--- config.mk ---
export PLATFORM = sky130hd
export DESIGN_NAME = intersection_phase_scheduler_flat
export DESIGN_NICKNAME = d
export VERILOG_FILES = /design/src/rtl/intersection_phase_scheduler_if.sv /design/src/rtl/intersection_phase_scheduler.sv /design/src/flat_wrapper.sv
export SDC_FILE = /design/constraint.sdc
export NUM_CORES = 1
export LEC_CHECK = 0
export ABC_AREA = 1
export CELL_PAD_IN_SITES_DETAIL_PLACEMENT = 1
export CELL_PAD_IN_SITES_GLOBAL_PLACEMENT = 1
export CORE_UTILIZATION = 45
export CTS_CLUSTER_SIZE = 12
export DETAILED_ROUTE_END_ITERATION = 10
export HOLD_SLACK_MARGIN = 0.05
export PLACE_DENSITY_LB_ADDON = 0.25
export SLEW_MARGIN = 15
export SYNTH_ARGS = -nofsm -noshare
export SYNTH_HDL_FRONTEND = slang
export SYNTH_SLANG_ARGS = --single-unit
--- constraint.sdc ---
create_clock -name clk -period 3.2 [get_ports clk]
set_input_delay 0.32 -clock clk [delete_from_list [all_inputs] [get_ports clk]]
set_output_delay 0.32 -clock clk [all_outputs]
set_load 0.05 [all_outputs]
--- src/rtl/intersection_phase_scheduler_if.sv ---
// Signal bundle between the intersection phase scheduler and its environment.
interface intersection_phase_scheduler_if;
  logic       ns_car;
  logic       ew_car;
  logic       ped_req;
  logic       emerg;
  logic [2:0] ns_light;
  logic [2:0] ew_light;
  logic       walk;
  logic       ped_pending;
  logic [2:0] phase;
  logic       dir;

  // Environment side: drives demand/preempt, observes the heads
  modport master (
    output ns_car, ew_car, ped_req, emerg,
    input  ns_light, ew_light, walk, ped_pending, phase, dir
  );

  // Scheduler side
  modport slave (
    input  ns_car, ew_car, ped_req, emerg,
    output ns_light, ew_light, walk, ped_pending, phase, dir
  );
endinterface

--- src/rtl/intersection_phase_scheduler.sv ---
// Two-road intersection phase scheduler: green/yellow/clearance sequencing,
// demand-driven green length, pedestrian walk insertion, emergency preemption.
module intersection_phase_scheduler #(
  parameter int unsigned TW        = 8,
  parameter int unsigned MIN_GREEN = 4,
  parameter int unsigned MAX_GREEN = 12,
  parameter int unsigned YELLOW_T  = 2,
  parameter int unsigned CLEAR_T   = 1,
  parameter int unsigned WALK_T    = 5
) (
  input  logic clk,
  input  logic rst,
  intersection_phase_scheduler_if.slave bus
);

  localparam logic [2:0] ST_GREEN   = 3'd0;
  localparam logic [2:0] ST_YELLOW  = 3'd1;
  localparam logic [2:0] ST_CLEAR   = 3'd2;
  localparam logic [2:0] ST_WALK    = 3'd3;
  localparam logic [2:0] ST_PREEMPT = 3'd4;

  localparam logic [2:0] L_RED = 3'b100;
  localparam logic [2:0] L_YEL = 3'b010;
  localparam logic [2:0] L_GRN = 3'b001;

  // Timers load DUR-1 so a state lasts exactly DUR cycles
  localparam logic [TW-1:0] YELLOW_LD = TW'(YELLOW_T - 1);
  localparam logic [TW-1:0] CLEAR_LD  = TW'(CLEAR_T - 1);
  localparam logic [TW-1:0] WALK_LD   = TW'(WALK_T - 1);
  localparam logic [TW-1:0] MIN_G     = TW'(MIN_GREEN);
  localparam logic [TW-1:0] MAX_G     = TW'(MAX_GREEN);

  logic [2:0]    state_q, state_d;
  logic          dir_q, dir_d;
  logic [TW-1:0] timer_q, timer_d;
  logic [TW-1:0] elapsed_q, elapsed_d;
  logic          ped_q, ped_d;
  logic [2:0]    ns_light_q, ns_light_d;
  logic [2:0]    ew_light_q, ew_light_d;
  logic          walk_q, walk_d;
  logic          opp_car;
  logic          timer_done;

  assign opp_car    = dir_q ? bus.ns_car : bus.ew_car;
  assign timer_done = (timer_q == '0);

  // Next-state, timers, pedestrian latch and head decode of the next state
  always_comb begin
    state_d   = state_q;
    dir_d     = dir_q;
    timer_d   = timer_done ? timer_q : timer_q - TW'(1);
    elapsed_d = elapsed_q;

    case (state_q)
      ST_GREEN: begin
        elapsed_d = elapsed_q + TW'(1);
        if (bus.emerg || elapsed_q == MAX_G ||
            (elapsed_q >= MIN_G && (opp_car || ped_q))) begin
          state_d = ST_YELLOW;
          timer_d = YELLOW_LD;
        end
      end
      ST_YELLOW: begin
        // Yellow always runs to completion, even under preemption
        if (timer_done) begin
          if (bus.emerg) begin
            state_d = ST_PREEMPT;
          end else begin
            state_d = ST_CLEAR;
            dir_d   = ~dir_q;
            timer_d = CLEAR_LD;
          end
        end
      end
      ST_CLEAR: begin
        if (bus.emerg) begin
          state_d = ST_PREEMPT;
        end else if (timer_done) begin
          if (ped_q) begin
            state_d = ST_WALK;
            timer_d = WALK_LD;
          end else begin
            state_d   = ST_GREEN;
            elapsed_d = TW'(1);
          end
        end
      end
      ST_WALK: begin
        if (bus.emerg) begin
          state_d = ST_PREEMPT;
        end else if (timer_done) begin
          state_d   = ST_GREEN;
          elapsed_d = TW'(1);
        end
      end
      ST_PREEMPT: begin
        if (!bus.emerg) begin
          state_d = ST_CLEAR;
          dir_d   = 1'b0;
          timer_d = CLEAR_LD;
        end
      end
      default: begin
        state_d = ST_CLEAR;
        dir_d   = 1'b0;
        timer_d = CLEAR_LD;
      end
    endcase

    ped_d = (ped_q | bus.ped_req) & (state_d != ST_WALK);

    ns_light_d = L_RED;
    ew_light_d = L_RED;
    walk_d     = 1'b0;
    case (state_d)
      ST_GREEN: begin
        if (dir_d) ew_light_d = L_GRN;
        else       ns_light_d = L_GRN;
      end
      ST_YELLOW: begin
        if (dir_d) ew_light_d = L_YEL;
        else       ns_light_d = L_YEL;
      end
      ST_WALK: walk_d = 1'b1;
      default: ;
    endcase
  end

  // State and output registers; lights change on the same edge as state
  always_ff @(posedge clk or posedge rst) begin
    if (rst) begin
      state_q    <= ST_CLEAR;
      dir_q      <= 1'b0;
      timer_q    <= CLEAR_LD;
      elapsed_q  <= '0;
      ped_q      <= 1'b0;
      ns_light_q <= L_RED;
      ew_light_q <= L_RED;
      walk_q     <= 1'b0;
    end else begin
      state_q    <= state_d;
      dir_q      <= dir_d;
      timer_q    <= timer_d;
      elapsed_q  <= elapsed_d;
      ped_q      <= ped_d;
      ns_light_q <= ns_light_d;
      ew_light_q <= ew_light_d;
      walk_q     <= walk_d;
    end
  end

  assign bus.ns_light    = ns_light_q;
  assign bus.ew_light    = ew_light_q;
  assign bus.walk        = walk_q;
  assign bus.ped_pending = ped_q;
  assign bus.phase       = state_q;
  assign bus.dir         = dir_q;

  // Conflicting greens and walk over live traffic must never appear
  a_heads_exclusive: assert property (@(posedge clk) disable iff (rst)
    !(ns_light_q != L_RED && ew_light_q != L_RED));
  a_walk_all_red: assert property (@(posedge clk) disable iff (rst)
    !(walk_q && (ns_light_q != L_RED || ew_light_q != L_RED)));

endmodule

--- src/flat_wrapper.sv ---
// flat-port wrapper written by rule: the top's interface ports become plain ports
module intersection_phase_scheduler_flat 
#(
  parameter int unsigned TW        = 8,
  parameter int unsigned MIN_GREEN = 4,
  parameter int unsigned MAX_GREEN = 12,
  parameter int unsigned YELLOW_T  = 2,
  parameter int unsigned CLEAR_T   = 1,
  parameter int unsigned WALK_T    = 5
)
  (clk, rst, bus_ns_car, bus_ew_car, bus_ped_req, bus_emerg, bus_ns_light, bus_ew_light, bus_walk, bus_ped_pending, bus_phase, bus_dir);
  intersection_phase_scheduler_if bus_i ();
  input  logic clk;
  input  logic rst;
  input wire logic [$bits(bus_i.ns_car)-1:0] bus_ns_car;
  input wire logic [$bits(bus_i.ew_car)-1:0] bus_ew_car;
  input wire logic [$bits(bus_i.ped_req)-1:0] bus_ped_req;
  input wire logic [$bits(bus_i.emerg)-1:0] bus_emerg;
  output wire logic [$bits(bus_i.ns_light)-1:0] bus_ns_light;
  output wire logic [$bits(bus_i.ew_light)-1:0] bus_ew_light;
  output wire logic [$bits(bus_i.walk)-1:0] bus_walk;
  output wire logic [$bits(bus_i.ped_pending)-1:0] bus_ped_pending;
  output wire logic [$bits(bus_i.phase)-1:0] bus_phase;
  output wire logic [$bits(bus_i.dir)-1:0] bus_dir;
  assign bus_i.ns_car = bus_ns_car;
  assign bus_i.ew_car = bus_ew_car;
  assign bus_i.ped_req = bus_ped_req;
  assign bus_i.emerg = bus_emerg;
  assign bus_ns_light = bus_i.ns_light;
  assign bus_ew_light = bus_i.ew_light;
  assign bus_walk = bus_i.walk;
  assign bus_ped_pending = bus_i.ped_pending;
  assign bus_phase = bus_i.phase;
  assign bus_dir = bus_i.dir;
  intersection_phase_scheduler #(.TW(TW), .MIN_GREEN(MIN_GREEN), .MAX_GREEN(MAX_GREEN), .YELLOW_T(YELLOW_T), .CLEAR_T(CLEAR_T), .WALK_T(WALK_T)) u_core (.clk(clk), .rst(rst), .bus(bus_i));
endmodule
==> results of run 1 <==
==> layer usage <==
| metal | global-route usage | up-vias | wire, um |
|---|---|---|---|
| met4 | 0.0625 | 0 | 64 |
| met2 | 0.410 | 22 | 2120 |
| met5 | 0 | - | 0 |
| met1 | 0.296 | 727 | 1910 |
| li1 | - | 717 | - |
| met3 | 0.0217 | 8 | 67 |
==> stage by stage <==
step | worst slack, ns | std cells | total power, W | hold slack (ns)
after floorplan | 1.53 | 215 | 0.00164 | 0.383
after global placement | 1.27 | 277 | 0.00191 | 0.527
after detailed placement | 1.16 | 277 | 0.00198 | 0.562
after CTS | 1.13 | 281 | 0.00227 | 0.584
after global routing | 0.965 | 281 | 0.00243 | 0.556
final | 1.15 | 281 | 0.00225 | 0.449
==> worst min-delay path by stage <==
stage	start	cells after the start	slack [ns]	to
floorplan	rst	1	0.38	u_core.bus.dir$_DFF_PP0_
global placement	u_core.elapsed_q[7]$_DFFE_PP0P_	2	0.53	u_core.elapsed_q[7]$_DFFE_PP0P_
detailed placement	u_core.elapsed_q[1]$_DFFE_PP0P_	2	0.56	u_core.elapsed_q[1]$_DFFE_PP0P_
CTS	u_core.elapsed_q[1]$_DFFE_PP0P_	2	0.58	u_core.elapsed_q[1]$_DFFE_PP0P_
global route	rst	2	0.56	u_core.elapsed_q[0]$_DFFE_PP0P_
finish	rst	2	0.45	u_core.elapsed_q[0]$_DFFE_PP0P_
==> registers in the layout, summed over array words and instances (netlist names) <==
| register | count |
|---|---|
| u_core.elapsed_q | 8 |
| u_core.timer_q | 8 |
| u_core.bus.ew_light | 3 |
| u_core.bus.ns_light | 3 |
| u_core.bus.phase | 3 |
| u_core.bus.dir | 1 |
| u_core.bus.ped_pending | 1 |
| u_core.bus.walk | 1 |
==> synthesized netlist by cell type <==
master	n	area share
clkinv_1	1	0.0022
xor2_1	7	0.036
nand4_2	1	0.0074
a31o_2	1	0.0052
nand3_2	5	0.030
o21ai_0	6	0.018
nand4_1	5	0.018
o21ai_2	3	0.016
or2_2	4	0.015
buf_6	1	0.0066
nor3_2	1	0.0059
nand3b_1	1	0.0044
a21oi_2	1	0.0052
xnor2_1	2	0.010
nor2_8	1	0.012
dfstp_2	3	0.046
nor2_4	3	0.020
dfrtp_1	25	0.37
a31oi_1	1	0.0037
o21ai_1	2	0.0059
ha_1	4	0.030
nor2_2	1	0.0037
a21oi_1	6	0.018
inv_2	1	0.0022
nor2_1	29	0.064
nand2_4	2	0.013
nand2_1	45	0.10
nand2_2	1	0.0037
inv_1	32	0.071
nand3_1	16	0.047
nor3_1	4	0.012
==> worst reg2reg max path: cells and delay by family (launching register included) <==
| family | cells | cell delay (ns) |
|---|---|---|
| and+or+nand+nor | 6 | 1.07 |
| buffers and inverters | 1 | 0.08 |
| AOI/OAI and AO/OA | 1 | 0.10 |
| DFF | 1 | 0.45 |
| adders and majority gates | 1 | 0.22 |
==> logic make-up after synthesis <==
| group | Yosys count |
|---|---|
| and+or+nand+nor | 119 |
| buffers and inverters | 35 |
| DFF | 28 |
| AOI/OAI and AO/OA | 20 |
| xor gates and xnor gates | 9 |
| adders and majority gates | 4 |
==> layout make-up <==
| class | count | area share |
|---|---|---|
| clock inverter | 1 | 0.0151 |
| timing repair buffer | 17 | 0.0858 |
| sequential | 28 | 0.355 |
| multi-input combinational | 152 | 0.430 |
| inverter | 34 | 0.0644 |
| tap | 46 | 0.0290 |
| clock buffer | 3 | 0.0208 |
==> power breakdown <==
part | switching, W | internal, W
Clock | 0.000115 | 0.000168
Sequential | 0.000121 | 0.000493
Combinational | 0.000919 | 0.000439
Total | 0.00115 | 0.00110
==> metrics, run 1 <==
DRC=0; CP Class=flop to flop; fraction of layout cells with a size suffix above 1=0.136; worst r2r src=u_core.timer_q[0]$_DFF_PP0_; Nets=~250; gpl congestion=0.851; final core occ=0.572; drt total wl=roughly 4200 um; Post-Syn Instances=215; Critical Path Source=u_core.timer_q[0]$_DFF_PP0_; area grow syn2layout=17.0%; distinct cell type count after synthesis=31; delay-heaviest family, CP=simple AND/OR/NAND/NOR gates; vias in the first global route=roughly 1600; Tcrit/Tclk final=0.641; largest family of logic cells by synthesized area=simple AND/OR/NAND/NOR gates; initial antenna violation count=0; IO Port Bufs=17; Seq. cell area=704 um2; drt via density=5.25; final hold viol count=0; TritonCTS Buffers=3; DRT iter0 DRCs=54; first-pass GRT wire length=between 7000 and 8000 um; status=finished clean; maxcap violations=0; Stages on worst setup path=9; Yosys reg bits=28; core area=3470 um2; part of the Yosys area used for sequential elements=0.415; R2R depth=9; total congestion overflow=0; clock latency on the worst-skew pair=0.28 ns; slew margin rel.=0.327; Synth Area in Compound Gates=0.0708; Post-Syn Nets=roughly 230; Post-CTS Setup Inserts=0; WP buf/inv=1; flop-to-flop setup slack=~1.1 ns; Filler cells=445; max frequency=488 MHz; Worst path slowest cell=dfrtp_1; Die Area=~4000 um2; final setup fails=0; Placement Cell Area=between 1500 and 2000 um2; Post-Synth Simple-Gate Area=0.356; most frequent cells in the layout=45 x nand2_1, 31 x inv_1, 29 x nor2_1; clk_skew=0.00234 ns; Post-DRT Antenna Nets=0; clk sink count=28; Pwr per Cell Area=roughly 1100 nW/um2; Die H=between 60 and 70 um; CTS H-Tree Depth=1; CP Cell Sequence=inv_1 > ha_1 > nand3_2 > nor2_8 > nand2_4 > nand2_1 > nand4_2 > nand2_1 > o21ai_0; Static Leak=1.02 nW; xor/xnor share of the synthesized area=0.0465; most common cell after layout, fill and taps aside=nand2_1; Max stage delay on crit path=0.45 ns; Tot GR Track Use=0.231; Core Rows=21; Worst Path Required=between 3 and 4 ns; Avg Cell Area, Syn=just under 8 um2; Finished Cell Area=approximately 2000 um2; area occupied by multi-input gates=around 850 um2; DPL Wire Length=approximately 3300 um; area share of fa/ha/maj cells after synthesis=0.0295; CTS root buf=clkbuf_8; Crit. End Element=flop; Slew @ Worst Pin=1.00 ns; Boundary Pins=18; post-CTS sizing=0; wire per inst=approximately 15 um; Antenna Cells=0; Crit path arrival time=approximately 2.2 ns; most frequent CP cell=nand2_1; Max clock buf depth=2; TritonRoute pass-1 iters=4; minimum clock period=2.05 ns; RSZ-0062 raised after global routing=false; largest net degree at the start of global routing=29; peak fanout along the critical path=14; fin. max-slew vios=0; Syn. warnings=0; CP startpoint kind=flop; post-synthesis cell area=~1700 um2; CTS clk-pin slew, worst paths=approximately 0.1 ns; hold bufs inserted after CTS=0; r2r endpoint=u_core.elapsed_q[7]$_DFFE_PP0P_; post-synthesis mux area share=0; VDD IR max=roughly 610 uV; via count=about 1500; CTS tree=done; Hold Crit Class=primary input to asynchronous set/reset pin; initial core utilization=0.489; CP endpoint=u_core.elapsed_q[7]$_DFFE_PP0P_; Sum Neg Setup Slack=0 ns; Die Wd=between 60 and 70 um
No activity file was read; power rests on OpenSTA's default activity.
==> run 2, diff against run 1 <==
Settings changed: CORE_UTILIZATION 45 to 37.
Clock period 3.2 ns to 1.75 ns, I/O delays scaled along.
==> run 2 against run 1 <==
  * Utilization down 10 points
  * Count of clock-buffer cells in the layout increased by 1
  * Worst setup slack got worse by 1.0 ns
  * Clock power increased by 47%
  * Routed wire length decreased by 1.0%
  * Sequential power increased by 79%
  * Register-to-register slack lost 1.0 ns
  * Sequential share of layout area is 1.4 points lower
  * Clock skew decreased by 0.00081 ns
  * Final cell count rose by 5.7%
  * Highest routed layer unchanged
==> metrics, run 2 (synthesized netlist as in run 1, its figures left out) <==
CTS clk-pin slew, worst paths=around 0.10 ns; Worst Path Required=around 1.6 ns; IO Port Bufs=17; largest net degree at the start of global routing=29; Pwr per Cell Area=between 2000 and 2500 nW/um2; max frequency=between 600 and 700 MHz; initial antenna violation count=0; DP Cell Count=293; CTS root buf=clkbuf_8; gpl congestion=~0.93; CP Cell Sequence=clkdlybuf4s50_1; wire per inst=approximately 14 um; Worst path slowest cell=clkdlybuf4s50_1; Slew @ Worst Pin=~0.50 ns; CTS tree=done; worst hold margin=about 0.25 ns; most frequent cells in the layout=43 x nand2_1, 32 x inv_1, 26 x nor2_1; fraction of layout cells with a size suffix above 1=0.220; Post-DRT Antenna Nets=0; Antenna Cells=0; WP buf/inv=1; DRT iter0 DRCs=between 50 and 60; vias in the first global route=1611; delay-heaviest family, CP=buffers and inverters; Die Wd=~70 um; Sum Neg Setup Slack=0 ns; Die H=roughly 70 um; Crit. End Element=output pin; Tot Pwr=roughly 0.0042 W; TritonCTS Buffers=3; most common cell after layout, fill and taps aside=nand2_1; TritonRoute pass-1 iters=4; Hold Crit Class=primary input to asynchronous set/reset pin; peak fanout along the critical path=3; fin. max-slew vios=0; clk_skew=approximately 0.0015 ns; Max stage delay on crit path=between 0.8 and 0.9 ns; Tcrit/Tclk final=0.941; hold bufs inserted after CTS=0; status=finished clean; Tot GR Track Use=0.194; Nets=approximately 260; drt via density=4.98; final setup fails=0; clock latency on the worst-skew pair=about 0.28 ns; drt total wl=4120 um; area grow syn2layout=21.6%; VDD IR max=935 uV; Post-CTS Setup Inserts=0; slew margin rel.=0.667; first-pass GRT wire length=between 7000 and 8000 um; Static Leak=~1.1 nW; via count=~1500; DRC=0; total congestion overflow=0; DPL Wire Length=approximately 3200 um; top flop regs=u_core.elapsed_q x8, u_core.timer_q x8; maxcap violations=0; CP Class=flop to output pin; Max clock buf depth=2; Die Area=a little under 5000 um2; core area=between 4000 and 5000 um2; Filler cells=approximately 550; CTS H-Tree Depth=1; Boundary Pins=18; minimum clock period=about 1.6 ns; RSZ-0062 raised after global routing=true; CP startpoint kind=flop; final hold viol count=0; initial core utilization=0.387; fin cells=297; Crit path arrival time=1.47 ns; clk sink count=28; Core Rows=24
[run 2: cell types whose count changed in the layout (fill, tap and decap cells not counted), sizes merged]
cell,before,now
clkinv,2,1
clkbuf,3,4
buf,0,16
inv,32,33
bufinv,1,0
clkdlybuf4s50,17,11
[run 2: report_power, final]
part	total (W)	internal, W	switching [W]
combinational	0.00269	0.000959	0.00173
sequential	0.00110	0.000902	0.000197
clock	0.000416	0.000202	0.000214
[run 2: stage by stage]
step	utilization	setup slack (ns)	instance area (um2)
after floorplan	-	0.0770	1700
after global placement	0.454	0.129	1990
after detailed placement	0.454	0.0990	1990
after CTS	0.467	0.0781	2050
after global routing	0.470	-0.0157	2060
final	0.470	0.104	2060
[run 2: final cells by class]
type	instances	area (um2)	share of cell area
Sequential cell	28	704	0.342
Inverter	34	128	0.0619
Multi-Input combinational cell	152	867	0.421
Clock buffer	4	55.1	0.0267
Tap cell	52	65.1	0.0316
Timing Repair Buffer	27	243	0.118
[run 2: repair_timing]
| item | in CTS | in global routing |
|---|---|---|
| endpoints found under the setup margin | 0 | 21 |
| endpoints found under the hold margin | 0 | 0 |
| resized for setup | 0 | 7 |
[run 2: final timing paths]
kind / slack, ns / start / depth (start not counted) / to
worst min-delay path: 0.25 / rst / 3 / u_core.elapsed_q[3]$_DFFE_PP0P_
worst min register to register: 0.57 / u_core.elapsed_q[7]$_DFFE_PP0P_ / 2 / u_core.elapsed_q[7]$_DFFE_PP0P_
max in group asynchronous: 1.18 / rst / 3 / u_core.bus.phase[1]$_DFF_PP1_
worst max register to register: 0.15 / u_core.bus.phase[1]$_DFF_PP1_ / 10 / u_core.bus.ew_light[1]$_DFF_PP0_
min in group clk: 0.46 / bus_ped_req / 3 / u_core.bus.ped_pending$_DFF_PP0_
worst max-delay path: 0.10 / u_core.bus.phase[0]$_DFF_PP0_ / 1 / bus_phase[0]
[run 2: metal layers]
layer  part of all wire  routed length (um)  up-vias  track usage
met4              0.020                  82        0       0.0800
li1                   -                   -      738            -
met2               0.50                2070       23        0.342
met3              0.021                  86        7       0.0218
met1               0.46                1880      710        0.239
met5                  0                   0        -            0
==> run 3, diff against run 2 <==
Settings changed: ABC_CLOCK_PERIOD_IN_PS set to 1750.
==> results of run 3 <==
Final layout, timing and power as in run 2 (identical DEF).
